File: config.mk
export PLATFORM = sky130hd
export DESIGN_NAME = store_align_buf
export DESIGN_NICKNAME = d
export VERILOG_FILES = /design/src/rtl/store_align_buf_pkg.sv /design/src/rtl/store_align_buf_st_lane_align.sv /design/src/rtl/store_align_buf.sv
export SDC_FILE = /design/constraint.sdc
export NUM_CORES = 1
export LEC_CHECK = 0
export CORE_AREA = 2 2 146 148
export CTS_CLUSTER_SIZE = 25
export DETAILED_ROUTE_END_ITERATION = 10
export DIE_AREA = 0 0 148 150
export PLACE_DENSITY = 0.69
export SETUP_SLACK_MARGIN = 0.2
export SYNTH_ARGS = -nofsm -noshare
export SYNTH_HDL_FRONTEND = slang
export SYNTH_SLANG_ARGS = --single-unit
File: constraint.sdc
create_clock -name clk -period 1.8 [get_ports clk]
set_input_delay 0.18 -clock clk [delete_from_list [all_inputs] [get_ports clk]]
set_output_delay 0.18 -clock clk [all_outputs]
set_load 0.01 [all_outputs]
File: src/rtl/store_align_buf_pkg.sv
// Shared store-op encodings and datapath widths for the store alignment buffer.
package store_align_buf_pkg;

    typedef enum logic [1:0] {
        RAM_ST_B  = 2'b00,
        RAM_ST_H  = 2'b01,
        RAM_ST_W  = 2'b10,
        RAM_ST_WX = 2'b11
    } st_op_e;

    localparam int DATA_W = 32;
    localparam int WE_W   = 4;

endpackage

File: src/rtl/store_align_buf_st_lane_align.sv
// Combinational lane steering: replicates the operand across byte lanes and builds
// the byte write-enable mask for the given op and address offset.
import store_align_buf_pkg::*;

module st_lane_align (
    input  logic [1:0]        op_i,
    input  logic [1:0]        off_i,
    input  logic [DATA_W-1:0] data_i,
    output logic [WE_W-1:0]   we_o,
    output logic [DATA_W-1:0] wdata_o,
    output logic              misalign_o
);

    always_comb begin
        we_o       = '0;
        wdata_o    = data_i;
        misalign_o = 1'b0;
        case (st_op_e'(op_i))
            RAM_ST_B: begin
                we_o    = 4'b0001 << off_i;
                wdata_o = {4{data_i[7:0]}};
            end
            RAM_ST_H: begin
                we_o       = 4'b0011 << off_i;
                wdata_o    = {2{data_i[15:0]}};
                misalign_o = off_i[0];
            end
            // The spare encoding behaves as a full word store.
            default: begin
                we_o       = 4'b1111;
                wdata_o    = data_i;
                misalign_o = (off_i != 2'b00);
            end
        endcase
    end

endmodule

File: src/rtl/store_align_buf.sv
// Store buffer between MEM and the data RAM: aligns stores, traps misaligned ones,
// queues legal ones in a small FIFO and drains them over a req/ack port.
import store_align_buf_pkg::*;

module store_align_buf #(
    parameter int DEPTH = 2,
    parameter int AW    = 32
) (
    input  logic              clk,
    input  logic              rst_n,
    input  logic              st_valid,
    output logic              st_ready,
    input  logic [AW-1:0]     st_addr,
    input  logic [DATA_W-1:0] st_data,
    input  logic [1:0]        st_op,
    output logic              ale,
    output logic [AW-1:0]     ale_badv,
    output logic              ram_req,
    input  logic              ram_ack,
    output logic [AW-1:0]     ram_addr,
    output logic [WE_W-1:0]   ram_we,
    output logic [DATA_W-1:0] ram_wdata,
    input  logic [AW-1:0]     ld_addr,
    output logic              ld_hit,
    output logic              buf_empty
);

    localparam int PW = (DEPTH > 1) ? $clog2(DEPTH) : 1;
    localparam int CW = PW + 1;

    logic [AW-3:0]     ent_addr_q  [DEPTH];
    logic [WE_W-1:0]   ent_we_q    [DEPTH];
    logic [DATA_W-1:0] ent_wdata_q [DEPTH];
    logic [PW-1:0]     wr_ptr_q, rd_ptr_q;
    logic [CW-1:0]     count_q, count_d;
    logic              ale_q;
    logic [AW-1:0]     ale_badv_q;

    logic [WE_W-1:0]   al_we;
    logic [DATA_W-1:0] al_wdata;
    logic              al_misalign;
    logic              full, push, pop, fault;
    logic [1:0]        unused_ld_lsb;

    st_lane_align u_align (
        .op_i       (st_op),
        .off_i      (st_addr[1:0]),
        .data_i     (st_data),
        .we_o       (al_we),
        .wdata_o    (al_wdata),
        .misalign_o (al_misalign)
    );

    assign full      = (count_q == CW'(DEPTH));
    assign buf_empty = (count_q == '0);
    assign st_ready  = !full;
    assign push      = st_valid && !full && !al_misalign;
    assign fault     = st_valid && !full && al_misalign;
    assign pop       = ram_req && ram_ack;

    assign ram_req   = !buf_empty;
    assign ram_addr  = buf_empty ? '0 : {ent_addr_q[rd_ptr_q], 2'b00};
    assign ram_we    = buf_empty ? '0 : ent_we_q[rd_ptr_q];
    assign ram_wdata = buf_empty ? '0 : ent_wdata_q[rd_ptr_q];
    assign ale       = ale_q;
    assign ale_badv  = ale_badv_q;

    assign unused_ld_lsb = ld_addr[1:0];

    always_comb begin
        count_d = count_q;
        case ({push, pop})
            2'b10:   count_d = count_q + 1'b1;
            2'b01:   count_d = count_q - 1'b1;
            default: count_d = count_q;
        endcase
    end

    // An entry is live when its distance from the read pointer is below the count.
    always_comb begin
        ld_hit = 1'b0;
        for (int i = 0; i < DEPTH; i++) begin
            logic [PW-1:0] rel;
            rel = PW'(i) - rd_ptr_q;
            if (({1'b0, rel} < count_q) && (ent_addr_q[i] == ld_addr[AW-1:2]))
                ld_hit = 1'b1;
        end
    end

    always_ff @(posedge clk or negedge rst_n) begin
        if (!rst_n) begin
            wr_ptr_q   <= '0;
            rd_ptr_q   <= '0;
            count_q    <= '0;
            ale_q      <= 1'b0;
            ale_badv_q <= '0;
            for (int i = 0; i < DEPTH; i++) begin
                ent_addr_q[i]  <= '0;
                ent_we_q[i]    <= '0;
                ent_wdata_q[i] <= '0;
            end
        end else begin
            count_q    <= count_d;
            ale_q      <= fault;
            ale_badv_q <= fault ? st_addr : '0;
            if (push) begin
                ent_addr_q[wr_ptr_q]  <= st_addr[AW-1:2];
                ent_we_q[wr_ptr_q]    <= al_we;
                ent_wdata_q[wr_ptr_q] <= al_wdata;
                wr_ptr_q              <= wr_ptr_q + 1'b1;
            end
            if (pop)
                rd_ptr_q <= rd_ptr_q + 1'b1;
        end
    end

endmodule

Yosys cells after proc, flatten, opt, wreduce, memory -nomap -nowiden
Index checks and enable logic that the tools add are counted.
{"block": "op_classes", "magnitude_cmp": 5, "n_eq_ne": 6, "n_mux": 28, "n_addsub": 6, "n_reduce_logical": 14, "shifts": 2, "bitwise_logic": 2}
{"operator": "2-to-1 mux 32 bit", "count": 7}
{"operator": "2-to-1 mux 30 bit", "count": 4}
{"operator": "bitwise mux 64 bit", "count": 1}
{"operator": "case mux 32 bit (2 select lines)", "count": 1}
{"operator": "bitwise mux 60 bit", "count": 1}
{"operator": "== test 30 bit", "count": 2}
{"operator": "demux 32 bit (select 1 bit)", "count": 1}
{"operator": "demux 30 bit (select 1 bit)", "count": 1}
{"operator": "2-to-1 mux 4 bit", "count": 5}
{"operator": "bitwise mux 8 bit", "count": 1}
{"operator": "case mux 4 bit (2 select lines)", "count": 1}
{"operator": "logical AND 1 bit", "count": 7}
{"operator": "demux 4 bit (select 1 bit)", "count": 1}
{"operator": "== test 2 x 1 -> 1 bit (second input constant)", "count": 2}
{"operator": "== test 2 bit (second input constant)", "count": 2}
{"operator": "greater-or-equal comparator 2 bit (second input constant)", "count": 2}
{"operator": "zero test 2 bit", "count": 2}
{"operator": "< comparator 1 x 2 -> 1 bit", "count": 2}
{"operator": "inverter 1 -> 2 bit", "count": 2}
{"operator": "case mux 2 bit (2 select lines)", "count": 1}
{"operator": "nonzero test 2 bit", "count": 2}
{"operator": "<< shifter 1 x 2 -> 4 bit (first input constant)", "count": 1}
{"operator": "<< shifter 2 x 2 -> 4 bit (first input constant)", "count": 1}
{"operator": "zero test 1 bit", "count": 3}
{"operator": "other kinds (7)", "count": 10}
{"block": "totals", "out_inout_bits": 105, "regBits": 169, "input_bits": 102}

Depth between registers and ports, before layout
Gate-level depths: netlist (run 1).
{"block": "logic_depth", "word_depth": 6, "mapped_depth": 8}

Hierarchy
A second synthesis (run 1) with hierarchy kept.
{"block": "unflattened", "cells_unflattened": 666, "area_unflattened_um2": 8543.2}
{"module": "store_align_buf", "seq_area_each_um2": 4229.1, "instances": 1, "area_each_um2": 8030.2, "cells_per_inst": 602}
{"module": "st_lane_align", "seq_area_each_um2": 0.0, "instances": 1, "area_each_um2": 513.0, "cells_per_inst": 64}

Worst setup path before layout (run 1)
No wires, ideal clock.
{"block": "synth_timing", "kind": "register to register", "from": "reg count_q[0]", "to": "reg ent_addr_q[54] (netlist bit)", "t_required_ns": 1.675, "stages_incl_launch_ff": 8, "t_arrival_ns": 1.604, "n_path_buf": 3, "slack_ns": 0.071, "setup_time_ns": 0.125, "synth_period_minus_slack_ns": 1.729, "path_cell_list": "dfrtp_1 -> nand2b_2 -> o211ai_4 -> or2_1 -> buf_2 -> buf_6 -> buf_6 -> mux2_4"}
{"block": "synth_via", "elab_chain_len": 4}
{"element": "from (decl)", "line_no": "store_align_buf.sv:35", "text": "logic [CW-1:0] count_q, count_d;"}
{"element": "from (signal assigned)", "line_no": "store_align_buf.sv:103", "text": "count_q <= count_d;"}
{"element": "== test 2 bit", "line_no": "store_align_buf.sv:54", "text": "assign full = (count_q == CW'(DEPTH));"}
{"element": "zero test 1 bit"}
{"element": "via st_ready", "line_no": "store_align_buf.sv:12", "text": "output logic st_ready,"}
{"element": "logical AND 1 bit (2 in a row)", "line_no": "store_align_buf.sv:57", "text": "assign push = st_valid && !full && !al_misalign;"}
{"element": "to (signal, indexed assignment)", "line_no": "store_align_buf.sv:107", "text": "ent_addr_q[wr_ptr_q] <= st_addr[AW-1:2];"}
{"element": "to (decl)", "line_no": "store_align_buf.sv:31", "text": "logic [AW-3:0] ent_addr_q [DEPTH];"}
The timed path passes the listed nets, and every way through them passes these cells.
A chain may end at the register's enable or synchronous reset.

Worst setup path after layout (run 1)
{"block": "layout_timing", "from": "reg ent_addr_q[15] (netlist bit)", "to": "out ld_hit"}
{"block": "layout_via", "elab_chain_len": 3}
{"element": "== test 30 bit", "line_no": "store_align_buf.sv:85", "text": "if (({1'b0, rel} < count_q) && (ent_addr_q[i] == ld_addr[AW-1:2]))"}
{"element": "logical AND 1 bit", "line_no": "store_align_buf.sv:85"}
{"element": "2-to-1 mux 1 bit", "line_no": "store_align_buf.sv:85"}
{"element": "to (decl)", "line_no": "store_align_buf.sv:24", "text": "output logic ld_hit,"}
Every way passes these cells.

==> out/metrics.csv, run 1 <==
metric,value,unit
Pwr Density,1872,nW/um2
"commonest cells after routing, fill and taps aside","dfrtp_1, clkdlybuf4s50_1, buf_4",
DR vias/cell,5.343,
drt first pass iters,5,
Synth Flop Type,dfrtp_1,
multi-input logic area,5022,um2
crit path cell chain,xnor2_1 > nand4_1 > nor4_2 > nand3_2 > o22ai_2 > buf_2,
CP peak stage delay,0.42,ns
htree depth,4,
Worst Path Required,1.62,ns
TritonCTS clock tree,done,
Die H,150,um
combinational power share,0.617,
minimum clock period,2.233,ns
warnings from Yosys,0,
Area Growth Syn to Fin,82.90,%
Num CTS Buffers,17,
"Cell Area, Placed",11220,um2
DIE AREA,22200,um2
Final Max Tran Viols,0,
status,finished with violations,
Wirelength per Cell,23.23,um
# Max-Cap Violations,0,
"Seq/Total Area, Yosys",0.5185,
share of the synthesized area in the top cell type,0.5185,
CTS Buffer Depth,2,
# port buffers,202,
RSZ-0062 raised after global routing,yes,
Max VDD drop,0.001068,V
clock slew at reported path FFs,0.08,ns
CTS sink cnt,169,
failing checks,negative setup slack,
wire length of the first global-routing pass,40.60,mm
Post-synth ARST share,1.000,
vias in the first global route,7046,
# fillers,1292,
Final Net Count,1210,
met2 wire len,16.71,mm
FF+latch area,4233,um2
antenna violations before repair,4,
Setup CP Type,reg -> out,
share of layout cells above drive strength 1,0.5393,
post-synthesis register bit count,169,
Post-synth EDFFs,0,
Clock Latency Late Sink,0.44,ns
Int Power,17.36,mW
Post-Syn Area per Cell,11.30,um2
die width,148,um
CTS root buffer,clkbuf_16,
Initial Utilization,0.3942,
Final Cycle Share,1.241,
Switching Share,0.3786,
Worst Path Max Fanout,3,
fmax,447.8,MHz
Worst setup EP type,output pin,
met3 WL,2.190,mm
cell area after layout,14920,um2
IO Count,207,
GR Util All Layers,0.2435,
count of different cell masters after synthesis,29,
min-delay worst type,in -> async,
largest net degree at the start of global routing,51,
vias,7475,
Worst path slowest cell,dfrtp_1,
Synth area leaders,"dfrtp_1, mux2i_1, mux2_2",
clk_skew,0.009993,ns
Place WS,-0.5475,ns
initial drt markers,472,
final hold vios,0,
highest metal used,met4,
NetSw,10.57,mW
Setup crit start kind,flip-flop,
Metal-1 WL,12.35,mm
DP Wirelength,16.64,mm
critical path data arrival time,2.05,ns
Routed Antenna Nets,0,
GR Overflow Total,0,
"Power, Total",27.93,mW
clock power share,0.136,
worst setup margin,-0.4333,ns
Mapped Area,8157,um2
Core Rows,53,
"area leader, netlist",dfrtp_1,
Seq pwr share,0.247,
Syn Inst Count,722,
most common library cell in the layout ignoring fill and taps,dfrtp_1,
total wire length,32.50,mm
global placer's final weighted congestion,0.8139,
Leakage,7.026,nW
DRC Markers,0,
Core Region,20690,um2
final setup fails,201,
## worst max-delay path: cells and delay by family, from the launching register on
kind / cells / cell delay (ns)
flip-flops: 1 / 0.42
XOR/XNOR: 1 / 0.21
AND/OR/NAND/NOR: 3 / 0.61
AO/OA/AOI/OAI: 1 / 0.20
buffers and inverters: 1 / 0.16
## power groups by stage
| stage | clock [mW] | combinational (mW) | sequential, mW |
|---|---|---|---|
| 6_report | 3.81 | 17.2 | 6.90 |
| 5_1_grt | 4.00 | 18.0 | 7.06 |
| 4_1_cts | 3.81 | 12.7 | 6.46 |
| 3_5_place_dp | 0 | 10.3 | 6.47 |
| 3_3_place_gp | 0 | 10.2 | 6.41 |
| 2_1_floorplan | 0 | 5.11 | 6.32 |
## state kept, by name, summed over array words and instances, names as in the netlist
| register | flops |
|---|---|
| rd_ptr_q | 1 |
| ent_addr_q | 60 |
| wr_ptr_q | 1 |
| ale | 1 |
| ent_we_q | 8 |
| ent_wdata_q | 64 |
| ale_badv | 32 |
| count_q | 2 |
## area by class of cell
class | count | share of cell area
multi-input combinational | 508 | 0.3367
tap | 275 | 0.02306
clock inverter | 15 | 0.01191
sequential | 169 | 0.2837
inverter | 1 | 0.0007548
antenna | 4 | 0.0006710
clock buffer | 17 | 0.02852
timing repair buffer | 410 | 0.3147
## synth_stat cells (all sizes together), types with 3 or more instances
cell type / number
nand4: 7
or2: 3
and2: 33
buf: 25
xnor2: 26
nor4: 11
nand2: 62
nor2: 84
o21ai: 57
clkbuf: 20
a21oi: 10
dfrtp: 169
mux2: 76
mux2i: 91
xor2: 38
## repair_timing
action                                  CTS  global route
pin swaps                                33           110
hold buffers                              1             0
gates cloned                             15            22
endpoints found under the setup margin  172           212
setup buffers                            51            18
resized for setup                       421           397
hold endpoints to repair                 40             0
## kinds of logic after synthesis
group	share of synthesized area
buffers and inverters	0.02884
and+or+nand+nor	0.1144
muxes	0.2226
xor gates and xnor gates	0.06872
adders and majority gates	0.001534
DFF	0.5185
AOI/OAI and AO/OA	0.04495
other	0.0004598
## worst paths after layout
check                                                 from                    endpoint  slack [ns]  cells after the start
worst max-delay path            ent_addr_q[15]$_DFFE_PN0P_                      ld_hit       -0.43                      6
worst min-delay path                                 rst_n      ale_badv[25]$_DFF_PN0_        0.24                      2
worst max register to register      count_q[0]$_DFFE_PN0P_  ent_addr_q[14]$_DFFE_PN0P_       -0.23                      9
worst min register to register  ent_wdata_q[9]$_DFFE_PN0P_  ent_wdata_q[9]$_DFFE_PN0P_        0.49                      2
max in group asynchronous                            rst_n       ale_badv[7]$_DFF_PN0_        0.89                      3
min in group clk                                st_addr[3]       ale_badv[3]$_DFF_PN0_        0.38                      2
## metrics by stage
step           setup TNS [ns]  cells    util  hold WS, ns
2_1_floorplan               0    723       -      -0.1156
3_3_place_gp           -27.49   1256  0.5422       0.1317
4_1_cts                -9.407   1355  0.6238       0.2524
5_1_grt                -44.13   1397  0.7208       0.2712
3_5_place_dp           -29.44   1256  0.5422       0.1348
6_report               -36.88   1399  0.7210       0.2440
## metal layers
| layer | global-route usage | vias to the layer above |
|---|---|---|
| met5 | 0 | - |
| met2 | 0.4178 | 359 |
| met1 | 0.3018 | 3783 |
| li1 | - | 3236 |
| met4 | 0.08524 | 0 |
| met3 | 0.05701 | 97 |
Note: power is estimated with default switching activity, not from simulation.
==> run 2, diff against run 1 <==
--- a/config.mk
+++ b/config.mk
@@ -5,12 +5,11 @@
 export SDC_FILE = /design/constraint.sdc
 export NUM_CORES = 1
 export LEC_CHECK = 0
-export CORE_AREA = 2 2 146 148
+export CORE_AREA = 2 2 205 106
 export CTS_CLUSTER_SIZE = 25
 export DETAILED_ROUTE_END_ITERATION = 10
-export DIE_AREA = 0 0 148 150
-export PLACE_DENSITY = 0.69
-export SETUP_SLACK_MARGIN = 0.2
+export DIE_AREA = 0 0 207 108
+export PLACE_DENSITY = 0.7
 export SYNTH_ARGS = -nofsm -noshare
 export SYNTH_HDL_FRONTEND = slang
 export SYNTH_SLANG_ARGS = --single-unit
==> run 2 against run 1 <==
  * Maximum frequency up 7.7%
  * Largest power group unchanged
  * Final area decreased by 12%
  * Combinational power is 24% lower
  * Critical path type unchanged
  * The run still ends with negative setup slack left
  * Count of clock-buffer cells in the layout unchanged
==> out/metrics.csv, run 2 (same netlist as run 1, synthesis figures left out) <==
metric,value,unit,change
crit path cell chain,buf_4 > a21oi_1 > nor4_1 > buf_4 > nand3_1 > o22ai_2 > buf_2,,was xnor2_1 > nand4_1 > nor4_2 > nand3_2 > o22ai_2 > buf_2
Num CTS Buffers,17,,unchanged
"commonest cells after routing, fill and taps aside","dfrtp_1, clkdlybuf4s50_1, buf_4",,unchanged
status,finished with violations,,unchanged
failing checks,negative setup slack,,unchanged
die width,207,um,was 148 um
CTS root buffer,clkbuf_16,,unchanged
drt first pass iters,5,,unchanged
Die H,108,um,was 150 um
Initial Utilization,0.4004,,was 0.3942
most common library cell in the layout ignoring fill and taps,dfrtp_1,,unchanged
clk_skew,0.009393,ns,was 0.009993 ns
vias in the first global route,6792,,was 7046
RSZ-0062 raised after global routing,yes,,unchanged
# Max-Cap Violations,0,,unchanged
antenna violations before repair,1,,was 4
Core Region,20370,um2,was 20690 um2
Area Growth Syn to Fin,60.12,%,was 82.90%
"setup slack, reg-to-reg",-0.04,ns,was -0.23 ns
Final Cycle Share,1.152,,was 1.241
share of layout cells above drive strength 1,0.3976,,was 0.5393
TritonCTS clock tree,done,,unchanged
Reg-to-Reg Start,count_q[0]$_DFFE_PN0P_,,unchanged
Critical Path Sink,ld_hit,,unchanged
htree depth,4,,unchanged
GR Overflow Total,0,,unchanged
wire length of the first global-routing pass,37.69,mm,was 40.60 mm
Critical Path Source,count_q[0]$_DFFE_PN0P_,,was ent_addr_q[15]$_DFFE_PN0P_
Leakage,6.086,nW,was 7.026 nW
IO Count,207,,unchanged
worst setup margin,-0.2735,ns,was -0.4333 ns
Worst Path Required,1.62,ns,about the same
DR vias/cell,4.915,,was 5.343
GR Util All Layers,0.2207,,was 0.2435
ANT cells,0,,was 4
Wirelength per Cell,18.90,um,was 23.23 um
Worst setup EP type,output pin,,unchanged
CTS Buffer Depth,2,,unchanged
final hold vios,0,,unchanged
initial drt markers,233,,was 472
# port buffers,202,,unchanged
final setup fails,101,,was 201
Worst Path Max Fanout,2,,was 3
FF+latch area,4234,um2,was 4233 um2
DP Wirelength,17.07,mm,was 16.64 mm
reg2reg path depth,8,,was 9
Worst path slowest cell,dfrtp_1,,unchanged
Setup TNS,-10.25,ns,was -36.88 ns
vias,6620,,was 7475
max reg flops,64,,unchanged
Core Rows,37,,was 53
Final Net Count,1164,,was 1210
CP peak stage delay,0.38,ns,was 0.42 ns
CP Depth,7,,was 6
Routed Antenna Nets,0,,unchanged
"most used cell, CP",buf_4,,
CTS sink cnt,169,,unchanged
fmax,482.3,MHz,was 447.8 MHz
Final Max Tran Viols,0,,unchanged
Top reg by flops,ent_wdata_q,,unchanged
min-delay worst type,in -> async,,unchanged
Setup crit start kind,flip-flop,,unchanged
Clock Latency Late Sink,0.43,ns,was 0.44 ns
# fillers,1588,,was 1292
"Buf+Inv Stages, Crit Path",3,,was 1
global placer's final weighted congestion,0.8709,,was 0.8139
Max VDD drop,0.0008500,V,was 0.001068 V
worst reg2reg endpoint,ent_addr_q[41]$_DFFE_PN0P_,,was ent_addr_q[14]$_DFFE_PN0P_
Pwr Density,1801,nW/um2,was 1872 nW/um2
DRC Markers,0,,unchanged
DIE AREA,22360,um2,was 22200 um2
critical path's top delay family,buffers and inverters,,was simple AND/OR/NAND/NOR gates
largest net degree at the start of global routing,47,,was 51
"Power, Total",23.53,mW,was 27.93 mW
multi-input logic area,4207,um2,was 5022 um2
critical path data arrival time,1.89,ns,was 2.05 ns
Setup CP Type,reg -> out,,unchanged
total wire length,25.46,mm,was 32.50 mm
minimum clock period,2.073,ns,was 2.233 ns
clock slew at reported path FFs,0.07,ns,was 0.08 ns
## run 2: changes by cell type in the layout (fill, tap and decap cells not counted), sizes merged, moves of 3 or more
| cell | previous run | this run |
|---|---|---|
| diode | 4 | 0 |
| clkbuf | 34 | 26 |
| buf | 261 | 222 |
| clkinv | 5 | 2 |
## run 2: layout make-up
| class | count | share of cell area |
|---|---|---|
| Inverter | 1 | 0.0008622 |
| Tap cell | 273 | 0.02615 |
| Multi-Input combinational cell | 508 | 0.3221 |
| Sequential cell | 169 | 0.3242 |
| Clock inverter | 15 | 0.01370 |
| Timing Repair Buffer | 364 | 0.2804 |
| Clock buffer | 17 | 0.03257 |
## run 2: through the flow
stage	setup WS, ns	instances	hold slack, ns	instance area (um2)	util
6_report	-0.2735	1347	0.2503	13060	0.6412
5_1_grt	-0.4054	1347	0.2765	13060	0.6412
4_1_cts	-0.3060	1332	0.2514	12260	0.6019
3_5_place_dp	-0.6537	1266	0.1476	11360	0.5579
3_3_place_gp	-0.6730	1266	0.1478	11360	0.5579
2_1_floorplan	0.07102	723	-0.1156	8160	-
## run 2: timing repair
item	4_1_cts	5_1_grt
gates cloned	6	8
endpoints found under the hold margin	42	0
endpoints found under the setup margin	71	106
buffers inserted	28	17
pin swaps	13	25
gates resized for setup	332	176
hold buffers	1	0
## run 2: worst reg2reg max path: stages, from the launching register on
cell and delay (ns):
dfrtp_1 0.38, buf_6 0.11, buf_6 0.10, nand2b_4 0.15, o211ai_4 0.08, or2_4 0.30
buf_12 0.14, clkbuf_16 0.15, mux2_4 0.30
## run 2: where the power goes
group	switching [mW]	total (mW)	internal, mW	leakage [nW]
registers	1.17	6.58	5.41	2.10
clock network	1.72	3.82	2.11	0.292
logic	5.75	13.1	7.38	3.70
total	8.63	23.5	14.9	6.09
## run 2: worst min path at each step
stage | from | end | slack, ns
floorplan | rst_n | ale$_DFF_PN0_ | -0.12
finish | rst_n | ale_badv[19]$_DFF_PN0_ | 0.25
detailed placement | rst_n | ent_addr_q[48]$_DFFE_PN0P_ | 0.15
global placement | rst_n | ale_badv[19]$_DFF_PN0_ | 0.15
global route | rst_n | ale_badv[19]$_DFF_PN0_ | 0.28
CTS | rst_n | ale_badv[19]$_DFF_PN0_ | 0.25
## run 2: layer usage
| metal | share of wire | global-route usage | up-vias |
|---|---|---|---|
| li1 | - | - | 3127 |
| met1 | 0.45 | 0.2962 | 3302 |
| met2 | 0.49 | 0.3745 | 163 |
| met3 | 0.049 | 0.04240 | 28 |
| met4 | 0.013 | 0.05102 | 0 |
| met5 | 0 | 0 | - |
==> run 3, diff against run 2 <==
--- a/config.mk
+++ b/config.mk
@@ -5,11 +5,13 @@
 export SDC_FILE = /design/constraint.sdc
 export NUM_CORES = 1
 export LEC_CHECK = 0
-export CORE_AREA = 2 2 205 106
+export CELL_PAD_IN_SITES_DETAIL_PLACEMENT = 0
+export CELL_PAD_IN_SITES_GLOBAL_PLACEMENT = 2
+export CORE_AREA = 2 2 245 126
 export CTS_CLUSTER_SIZE = 25
 export DETAILED_ROUTE_END_ITERATION = 10
-export DIE_AREA = 0 0 207 108
-export PLACE_DENSITY = 0.7
+export DIE_AREA = 0 0 247 128
+export PLACE_DENSITY = 0.71
 export SYNTH_ARGS = -nofsm -noshare
 export SYNTH_HDL_FRONTEND = slang
 export SYNTH_SLANG_ARGS = --single-unit
==> run 3 against run 2 <==
  * Largest power group unchanged
  * Combinational power up 6%
  * Total power up 2.6%
  * Wire length up 20%
  * Non-clock buffer count up 38
  * Critical path depth down 1
  * The flow still finishes with violations (negative setup slack)
  * Clock skew down 0.0029 ns
  * Final cell count up 12%
  * Critical path type unchanged
  * Critical endpoint unchanged
==> out/metrics.csv, run 3 (same netlist as run 1, synthesis figures left out) <==
metric,value,unit,change
status,finished with violations,,unchanged
failing checks,negative setup slack,,unchanged
Int Power,15.12,mW,was 14.89 mW
IO Count,207,,unchanged
combinational power share,0.576,,was 0.558
Final Core Density,0.4525,,was 0.6412
initial drt markers,280,,was 233
min-delay worst type,in -> async,,unchanged
"setup slack, reg-to-reg",0.02,ns,was -0.04 ns
DIE AREA,31620,um2,was 22360 um2
largest net degree at the start of global routing,50,,was 47
critical path data arrival time,2.03,ns,was 1.89 ns
wire length of the first global-routing pass,44.11,mm,was 37.69 mm
die width,247,um,was 207 um
# port buffers,202,,unchanged
DRC Markers,0,,unchanged
vias in the first global route,6831,,was 6792
Layout Cells excl Fill,1513,,was 1347
Final Net Count,1203,,was 1164
CTS Buffer Depth,2,,unchanged
DP Wirelength,21.87,mm,was 17.07 mm
clk_skew,0.006526,ns,was 0.009393 ns
antenna violations before repair,1,,unchanged
"commonest cells after routing, fill and taps aside","dfrtp_1, clkdlybuf4s50_1, buf_4",,unchanged
Core Region,29670,um2,was 20370 um2
total wire length,30.64,mm,was 25.46 mm
NetSw,9.006,mW,was 8.634 mW
Seq pwr share,0.274,,was 0.279
final hold slack,0.2326,ns,was 0.2503 ns
dpl cells,1427,,was 1266
worst reg2reg endpoint,ent_wdata_q[38]$_DFFE_PN0P_,,was ent_addr_q[41]$_DFFE_PN0P_
Top reg by flops,ent_wdata_q,,unchanged
Routed Antenna Nets,0,,unchanged
"Power, Total",24.13,mW,was 23.53 mW
Die H,128,um,was 108 um
Setup crit start kind,flip-flop,,unchanged
reg2reg path depth,7,,was 8
most common library cell in the layout ignoring fill and taps,dfrtp_1,,unchanged
htree depth,4,,unchanged
minimum clock period,2.212,ns,was 2.073 ns
CTS sink cnt,169,,unchanged
global placer's final weighted congestion,0.7761,,was 0.8709
worst setup margin,-0.4122,ns,was -0.2735 ns
final hold vios,0,,unchanged
clock slew at reported path FFs,0.07,ns,about the same
GR Util All Layers,0.1938,,was 0.2207
Area Growth Syn to Fin,64.61,%,was 60.12%
Final Max Tran Viols,0,,unchanged
Clock Latency Late Sink,0.45,ns,was 0.43 ns
Leakage,6.184,nW,was 6.086 nW
share of layout cells above drive strength 1,0.4025,,was 0.3976
# Max-Cap Violations,0,,unchanged
drt first pass iters,4,,was 5
DR vias/cell,4.377,,was 4.915
max reg flops,64,,unchanged
Switching Share,0.3732,,was 0.3670
Final Cycle Share,1.229,,was 1.152
vias,6622,,was 6620
Worst Path Required,1.62,ns,about the same
TritonCTS clock tree,done,,unchanged
Pwr Density,1797,nW/um2,was 1801 nW/um2
Core Rows,45,,was 37
Worst Path Max Fanout,2,,unchanged
RSZ-0062 raised after global routing,yes,,unchanged
Setup CP Type,reg -> out,,unchanged
Wirelength per Cell,20.25,um,was 18.90 um
CTS root buffer,clkbuf_16,,unchanged
GR Overflow Total,0,,unchanged
Worst setup EP type,output pin,,unchanged
Initial Utilization,0.2749,,was 0.4004
Reg-to-Reg Start,count_q[1]$_DFFE_PN0P_,,was count_q[0]$_DFFE_PN0P_
fmax,452.0,MHz,was 482.3 MHz
Num CTS Buffers,17,,unchanged
clock power share,0.150,,was 0.162
Max VDD drop,0.0009205,V,was 0.0008500 V
final setup fails,65,,was 101
run 3: how the worst max path moves through the flow:
| stage | startpoint | endpoint | slack [ns] |
|---|---|---|---|
| after global placement | ld_addr[23] | ld_hit | -0.68 |
| after global routing | ent_addr_q[20]$_DFFE_PN0P_ | ld_hit | -0.51 |
| final | ent_addr_q[16]$_DFFE_PN0P_ | ld_hit | -0.41 |
| after CTS | ent_addr_q[20]$_DFFE_PN0P_ | ld_hit | -0.43 |
| after detailed placement | ld_addr[23] | ld_hit | -0.74 |
| after floorplan | count_q[0]$_DFFE_PN0P_ | ent_addr_q[54]$_DFFE_PN0P_ | 0.07 |
run 3: critical path, cell delays in order, from the launching register on:
cell     delay [ns]
dfrtp_1        0.39
xnor2_1        0.29
nand4_1        0.27
nor4_2         0.20
nand3_1        0.11
o22ai_2        0.17
buf_2          0.16
run 3: what timing repair did:
action | CTS | global route
gates cloned | 7 | 8
endpoints found under the hold margin | 38 | 0
pin swaps | 22 | 28
hold buffers | 1 | 0
resized for setup | 397 | 105
buffers inserted | 31 | 17
endpoints found under the setup margin | 78 | 97
run 3: area by class of cell:
class	instances	area, um2
fill	2813	16250
antenna	1	2.502
timing repair buffer	402	4049
clock inverter	14	125.1
tap	399	499.2
clock buffer	18	429.2
multi-input combinational	509	4080
sequential	169	4233
inverter	1	8.758
run 3: layer usage:
layer / wire length [um] / part of all wire / vias to the layer above / global-route usage
met5: 0 / 0 / - / 0
met2: 11880 / 0.39 / 143 / 0.2544
met4: 319 / 0.010 / 0 / 0.04536
met1: 16830 / 0.55 / 3248 / 0.3070
li1: - / - / 3209 / -
met3: 1607 / 0.052 / 22 / 0.05087
run 3: power by group through the flow:
stage	Clock [mW]	Sequential [mW]	Combinational (mW)
floorplan	0	6.32	5.08
global placement	0	6.50	11.2
detailed placement	0	6.53	11.3
CTS	3.70	6.55	12.9
global route	3.90	6.81	14.9
finish	3.61	6.61	13.9
run 3: through the flow:
stage | TNS [ns] | cell area (um2) | worst slack (ns)
5_1_grt | -19.42 | 13420 | -0.5057
6_report | -14.12 | 13430 | -0.4122
3_3_place_gp | -27.84 | 11770 | -0.6801
3_5_place_dp | -31.57 | 11770 | -0.7369
4_1_cts | -10.03 | 12920 | -0.4271
2_1_floorplan | 0 | 8160 | 0.07102
